$ cat src/rtl/pipe_mem_wb.sv
// Memory-to-writeback pipeline register: STAGES deep, with stall/flush, result mux and RAW hazards.
// Define PIPE_MEM_WB_STATS_EN to add the retired_count / bubble_count counters.
module pipe_mem_wb #(
    parameter int unsigned DATA_WIDTH  = 32,
    parameter int unsigned WRITE_WIDTH = 5,
    parameter int unsigned STAGES      = 1
) (
    input  logic                   clk,
    input  logic                   rst_n,
    input  logic                   stall,
    input  logic                   flush,
    input  logic                   validm,
    input  logic                   regwritem,
    input  logic [1:0]             resultsrcm,
    input  logic [DATA_WIDTH-1:0]  aluresultm,
    input  logic [DATA_WIDTH-1:0]  readdatam,
    input  logic [WRITE_WIDTH-1:0] rdm,
    input  logic [DATA_WIDTH-1:0]  pcplus4m,
    input  logic [WRITE_WIDTH-1:0] rs1e,
    input  logic [WRITE_WIDTH-1:0] rs2e,
    output logic                   validw,
    output logic                   regwritew,
    output logic [1:0]             resultsrcw,
    output logic [DATA_WIDTH-1:0]  aluresultw,
    output logic [DATA_WIDTH-1:0]  readdataw,
    output logic [WRITE_WIDTH-1:0] rdw,
    output logic [DATA_WIDTH-1:0]  pcplus4w,
    output logic [DATA_WIDTH-1:0]  resultw,
`ifdef PIPE_MEM_WB_STATS_EN
    output logic [31:0]            retired_count,
    output logic [31:0]            bubble_count,
`endif
    output logic                   hazard_rs1,
    output logic                   hazard_rs2
);

    if ((STAGES == 0) || (STAGES > 4)) begin : g_bad_stages
        $error("pipe_mem_wb: STAGES must be in 1..4");
    end

    localparam int NStg = int'(STAGES);
    localparam int Last = NStg - 1;

    logic                   valid_q     [NStg];
    logic                   regwrite_q  [NStg];
    logic [1:0]             resultsrc_q [NStg];
    logic [DATA_WIDTH-1:0]  aluresult_q [NStg];
    logic [DATA_WIDTH-1:0]  readdata_q  [NStg];
    logic [WRITE_WIDTH-1:0] rd_q        [NStg];
    logic [DATA_WIDTH-1:0]  pcplus4_q   [NStg];

    // Flush only clears valid bits; payloads keep their stale contents.
    always_ff @(posedge clk or negedge rst_n) begin
        if (!rst_n) begin
            for (int k = 0; k < NStg; k++) begin
                valid_q[k]     <= 1'b0;
                regwrite_q[k]  <= 1'b0;
                resultsrc_q[k] <= '0;
                aluresult_q[k] <= '0;
                readdata_q[k]  <= '0;
                rd_q[k]        <= '0;
                pcplus4_q[k]   <= '0;
            end
        end else if (flush) begin
            for (int k = 0; k < NStg; k++) begin
                valid_q[k] <= 1'b0;
            end
        end else if (!stall) begin
            valid_q[0]     <= validm;
            regwrite_q[0]  <= regwritem;
            resultsrc_q[0] <= resultsrcm;
            aluresult_q[0] <= aluresultm;
            readdata_q[0]  <= readdatam;
            rd_q[0]        <= rdm;
            pcplus4_q[0]   <= pcplus4m;
            for (int k = 1; k < NStg; k++) begin
                valid_q[k]     <= valid_q[k-1];
                regwrite_q[k]  <= regwrite_q[k-1];
                resultsrc_q[k] <= resultsrc_q[k-1];
                aluresult_q[k] <= aluresult_q[k-1];
                readdata_q[k]  <= readdata_q[k-1];
                rd_q[k]        <= rd_q[k-1];
                pcplus4_q[k]   <= pcplus4_q[k-1];
            end
        end
    end

    assign validw     = valid_q[Last];
    assign regwritew  = regwrite_q[Last] & valid_q[Last];
    assign resultsrcw = resultsrc_q[Last];
    assign aluresultw = aluresult_q[Last];
    assign readdataw  = readdata_q[Last];
    assign rdw        = rd_q[Last];
    assign pcplus4w   = pcplus4_q[Last];

    always_comb begin
        resultw = '0;
        if (validw) begin
            unique case (resultsrcw)
                2'b00:   resultw = aluresultw;
                2'b01:   resultw = readdataw;
                2'b10:   resultw = pcplus4w;
                default: resultw = '0;
            endcase
        end
    end

    // The final stage is excluded: its value is forwarded from resultw instead.
    always_comb begin
        hazard_rs1 = 1'b0;
        hazard_rs2 = 1'b0;
        for (int k = 0; k < Last; k++) begin
            if (valid_q[k] && regwrite_q[k] && (rd_q[k] != '0)) begin
                if (rd_q[k] == rs1e) hazard_rs1 = 1'b1;
                if (rd_q[k] == rs2e) hazard_rs2 = 1'b1;
            end
        end
    end

`ifdef PIPE_MEM_WB_STATS_EN
    logic [31:0] retired_q;
    logic [31:0] bubble_q;

    always_ff @(posedge clk or negedge rst_n) begin
        if (!rst_n) begin
            retired_q <= '0;
            bubble_q  <= '0;
        end else if (!stall && !flush) begin
            if (validw) retired_q <= retired_q + 32'd1;
            else        bubble_q  <= bubble_q + 32'd1;
        end
    end

    assign retired_count = retired_q;
    assign bubble_count  = bubble_q;
`endif

endmodule

$ cat config.mk
export PLATFORM = sky130hd
export DESIGN_NAME = pipe_mem_wb
export DESIGN_NICKNAME = d
export VERILOG_FILES = /design/src/rtl/pipe_mem_wb.sv
export SDC_FILE = /design/constraint.sdc
export NUM_CORES = 1
export LEC_CHECK = 0
export ABC_AREA = 0
export BUFFER_PORTS_ARGS = -buffer_cell sky130_fd_sc_hd__buf_2
export CAP_MARGIN = 20
export CORE_ASPECT_RATIO = 1.4
export CORE_MARGIN = 4
export CORE_UTILIZATION = 46
export DETAILED_ROUTE_END_ITERATION = 6
export PLACE_DENSITY = 0.8
export SYNTH_ARGS = -nofsm -noshare
export SYNTH_HDL_FRONTEND = slang
export SYNTH_SLANG_ARGS = --single-unit
export TNS_END_PERCENT = 1
$ cat constraint.sdc
create_clock -name clk -period 1.28 [get_ports clk]
set_input_delay 0 -clock clk [delete_from_list [all_inputs] [get_ports clk]]
set_output_delay 0 -clock clk [all_outputs]
set_load 0.005 [all_outputs]
* After elaboration in Yosys (flattened, before gate mapping)
Cells that the tools add are included.
** Operators by class
- Equality and inequality tests :: 3
- Multiplexer cells :: 4
- Bitwise operators :: 3
- Reduce and logical (&&, ||, !) cells :: 2
** Operators with widths (count)
- $pmux 32 s3 :: 1
- $mux 32 :: 1
- $eq 2x1->1 const B :: 1
- $eq 2x2->1 const B :: 1
- $logic_not 2->1 :: 1
- $mux 1 :: 2
- $ne 2x1->1 const B :: 1
- $not 1->1 :: 2
- $reduce_and 2->1 :: 1
- $and 1x1->1 :: 1
** Storage, ports and cells
- Flip-flop bits (word level) :: 105
- Bits of input ports :: 119
- Output and inout bits :: 139
- Word-level logic and storage cells :: 19

* Depth between registers and ports, before layout
- Depth in word-level cells :: 3
- Mapped depth :: 5
- Gate-level depth less buffers :: 3

* Least setup slack after synthesis
Ideal clock, no wire load.
- Path kind :: reg-to-output
- From :: register resultsrc_q, in the netlist resultsrcw[1]
- To :: output resultw[22]
- Data arrival time :: 1.105 ns
- Data required time :: 1.280 ns
- Path slack :: 0.175 ns
- Cell stages (with the launch flop) :: 6
- Path buffers :: 2
- Cell sequence :: dfrtp_1 -> buf_4 -> buf_6 -> mux2i_1 -> o21ai_1 -> and2_1
** Between the ends
- Cells in the longest elaborated chain, start to end :: 3
- Elaborated cells between the ends (all ways) :: 5
- Classes of those cells :: eq/ne (2); mux (2); reduce/logical (1)
** Ends and longest elaborated chain
- start: declaration :: RTL line 46 : logic [1:0] resultsrc_q [NStg];
- start signal: indexed assignment :: RTL line 79 : resultsrc_q[k] <= resultsrc_q[k-1];
- $eq 2x2->1 (tied with other cells) :: RTL line 99 : unique case (resultsrcw)
- $pmux 32 s3 (*) :: RTL line 99
- $mux 32 (*) :: RTL line 98 : if (validw) begin
- end: declaration :: RTL line 28 : output logic [DATA_WIDTH-1:0] resultw,
Every way passes the cells marked *; elsewhere a longest branch is shown, timed or not.

* Final worst setup path
- From :: register resultsrc_q, in the netlist resultsrcw[1]
- To :: output resultw[16]
The elaborated chain is that of the path after synthesis.

==> results_dict.tcl <==
set metrics [dict create \
    dieHeight_um 133.7 \
    clock_latency_ns 0.34 \
    io_buffer_count 245 \
    violations "setup timing" \
    coreArea_mm2 0.01092 \
    irDropWorstVdd_v 0.0006919 \
    nNetsFinal 848 \
    dr_wl_met3_um 865 \
    drt-total-wl_um 16740 \
    synthMuxAreaShare_pct 33.29 \
    regToRegEndpoint "resultsrcw[1]" \
    syn_area_mm2 0.005187 \
    numClockSinks 105 \
    final-hold-violation-count 0 \
    via_per_inst 5.190 \
    die_w_um 97.75 \
    antenna_found_initial 3 \
    dieArea_mm2 0.01306 \
    maxUsedRoutingLayer "met4" \
    hold_path.class "input pin to asynchronous set/reset pin" \
    dr.first_iter.drc_count 117 \
    dp_hpwl_um 10490 \
    io-pin-count 258 \
    syn-instance-count 372 \
    synth-simple-area-share_pct 8.900 \
    finClkSkew_ns 0 \
    r2r_cells 2 \
    utilization_pct 73.93 \
    drc 0 \
    startpoint "resultsrcw[1]" \
    root_buffer "clkbuf_16" \
    antenna_left 0 \
    syn_area_per_cell_um2 13.94 \
    yosys_register_bits 105 \
    max-clock-path-buffers 2 \
    htreeDepth 3 \
    synth_cell_types 16 \
    min_period_over_period_pct 125.5 \
    yosys_warnings 0 \
    synth_xor_area_share_pct 0 \
    fin_ws_ns -0.3264 \
    crit_end "resultw[16]" \
    path_class "flop to output port" \
    first_pass_iters 5 \
    overflow 0 \
    power.density_mw_per_mm2 1219 \
    cts_buffers 9 \
    cts.clk_slew.worst_paths_ns 0.07 \
    grt_max_degree 55 \
    grt_pass1_vias 5103 \
    synth_fa_ha_area_share_pct 0 \
    min_period_ns 1.606 \
    status "finished with violations" \
    synth_seq_area_share_pct 50.65 \
    grt_pass1_wl_um 26340 \
    routed-via-count 4552 \
    r2r-start "resultsrcw[1]" \
    globalplace.congestion 0.8797 \
    finalMaxSlewViolations 0 \
    synthToLayoutAreaGrowth_pct 55.67 \
    rsz0062_at_grt "true" \
    drive_gt1_share_pct 53.34 \
    row_count 45 \
    cts_tree "done" \
    grt_use_total_pct 25.27 \
    start_util_pct 47.49 \
    wl_met2_um 9087 \
    synth_compound_area_share_pct 3.087 \
    wl_met1_um 6001 \
    r2r_setup_slack_ns 0.26 \
    cp_max_fo 27 \
    wl_per_cell_um 19.08 \
    endpoint_kind "output port" \
    synth_top_family_by_area "multiplexers" \
    cp-start-kind "flop" \
    power_uw 9843 \
    setup_viol 32 \
    p_leak_uw 0.004000 \
    drv_cap 0 \
    arrival_ns 1.61 \
    required_ns 1.28 \
    cts_setup_buffers 0 \
    fmax_mhz 622.5 \
]
-- placed cells by master, fill, tap and decap left out, drive strengths merged --
master	instances
clkbuf	10
clkinvlp	1
diode	3
mux2i	33
nor2	2
bufinv	1
o21ai	32
dlygate4sd3	108
and2	33
mux2	104
inv	3
conb	2
nand3b	32
buf	267
dfrtp	105
-- worst min-delay path by stage --
stage / startpoint / to / slack, ns / depth (start not counted)
final: rst_n / pcplus4w[17] / 0.21 / 3
after global routing: stall / pcplus4w[29] / 0.21 / 4
after CTS: stall / aluresultw[0] / 0.19 / 4
after detailed placement: rst_n / readdataw[18] / 0.04 / 2
after global placement: rst_n / readdataw[18] / 0.03 / 2
after floorplan: rst_n / aluresultw[0] / -0.30 / 0
-- routing by layer --
metal / track usage, % / vias up
li1: - / 2026
met1: 26.37 / 2227
met2: 47.37 / 232
met3: 5.238 / 67
met4: 12.63 / 0
met5: 0 / -
-- flip-flops by register name (all words and copies together), names as in the netlist --
signal      cells
rdw             5
pcplus4w       32
resultsrcw      2
validw          1
regwrite_q      1
aluresultw     32
readdataw      32
-- where the power goes --
part	switching, uW	internal [uW]	total [uW]
Sequential	446	3810	4260
Combinational	1110	1680	2790
Clock	1270	1530	2800
Total	2820	7020	9840
-- repair_timing --
item | CTS | global route
pin swaps | 6 | 0
hold endpoints to repair | 210 | 0
hold buffers | 108 | 0
setup endpoints to repair | 33 | 33
gates resized for setup | 3 | 4
-- Yosys cell counts --
master	count	area, um2
mux2_4	60	900.9
buf_4	3	22.52
mux2_2	44	495.5
o21ai_0	15	75.07
dfrtp_1	105	2628
o21ai_1	17	85.08
mux2i_1	33	330.3
clkbuf_2	1	5.000
nand3b_1	32	240.2
buf_2	12	60.06
nor2_1	1	3.750
and2_1	33	206.5
buf_6	9	101.4
clkbuf_1	5	18.77
conb_1	1	3.750
nor2_4	1	11.26
-- kinds of logic after synthesis --
logic type             count (synthesis)
AO/OA/AOI/OAI                         32
flip-flops                           105
AND/OR/NAND/NOR                       67
other                                  1
multiplexers                         137
buffers and inverters                 30
-- metrics by stage --
| step | TNS, ns | worst slack (ns) | instances | area, um2 | hold WS, ns |
|---|---|---|---|---|---|
| 6_report | -8.423 | -0.3264 | 877 | 8075 | 0.2053 |
| 5_1_grt | -11.02 | -0.4047 | 877 | 8075 | 0.2056 |
| 4_1_cts | -8.581 | -0.3283 | 874 | 8051 | 0.1931 |
| 3_5_place_dp | 0 | 0.03417 | 751 | 6669 | 0.03799 |
| 3_3_place_gp | 0 | 0.06442 | 751 | 6669 | 0.02987 |
| 2_1_floorplan | 0 | 0.1747 | 373 | 5191 | -0.2956 |
-- worst max-delay path, stage by stage (launching register included) --
cell and delay [ns]:
dfrtp_2 0.44, buf_12 0.20, mux2i_1 0.25, o21ai_1 0.08, and2_1 0.16, buf_2 0.13
-- area by class of cell --
class | instances | area, um2
fillers | 687 | 2848
flip-flops and latches | 105 | 2631
repair buffers | 375 | 2605
multi-input cells | 238 | 2362
clock buffers | 10 | 229.0
well taps | 141 | 176.4
clock inverters | 5 | 63.81
diodes | 3 | 7.507
Note: power is estimated with default switching activity, not from simulation.
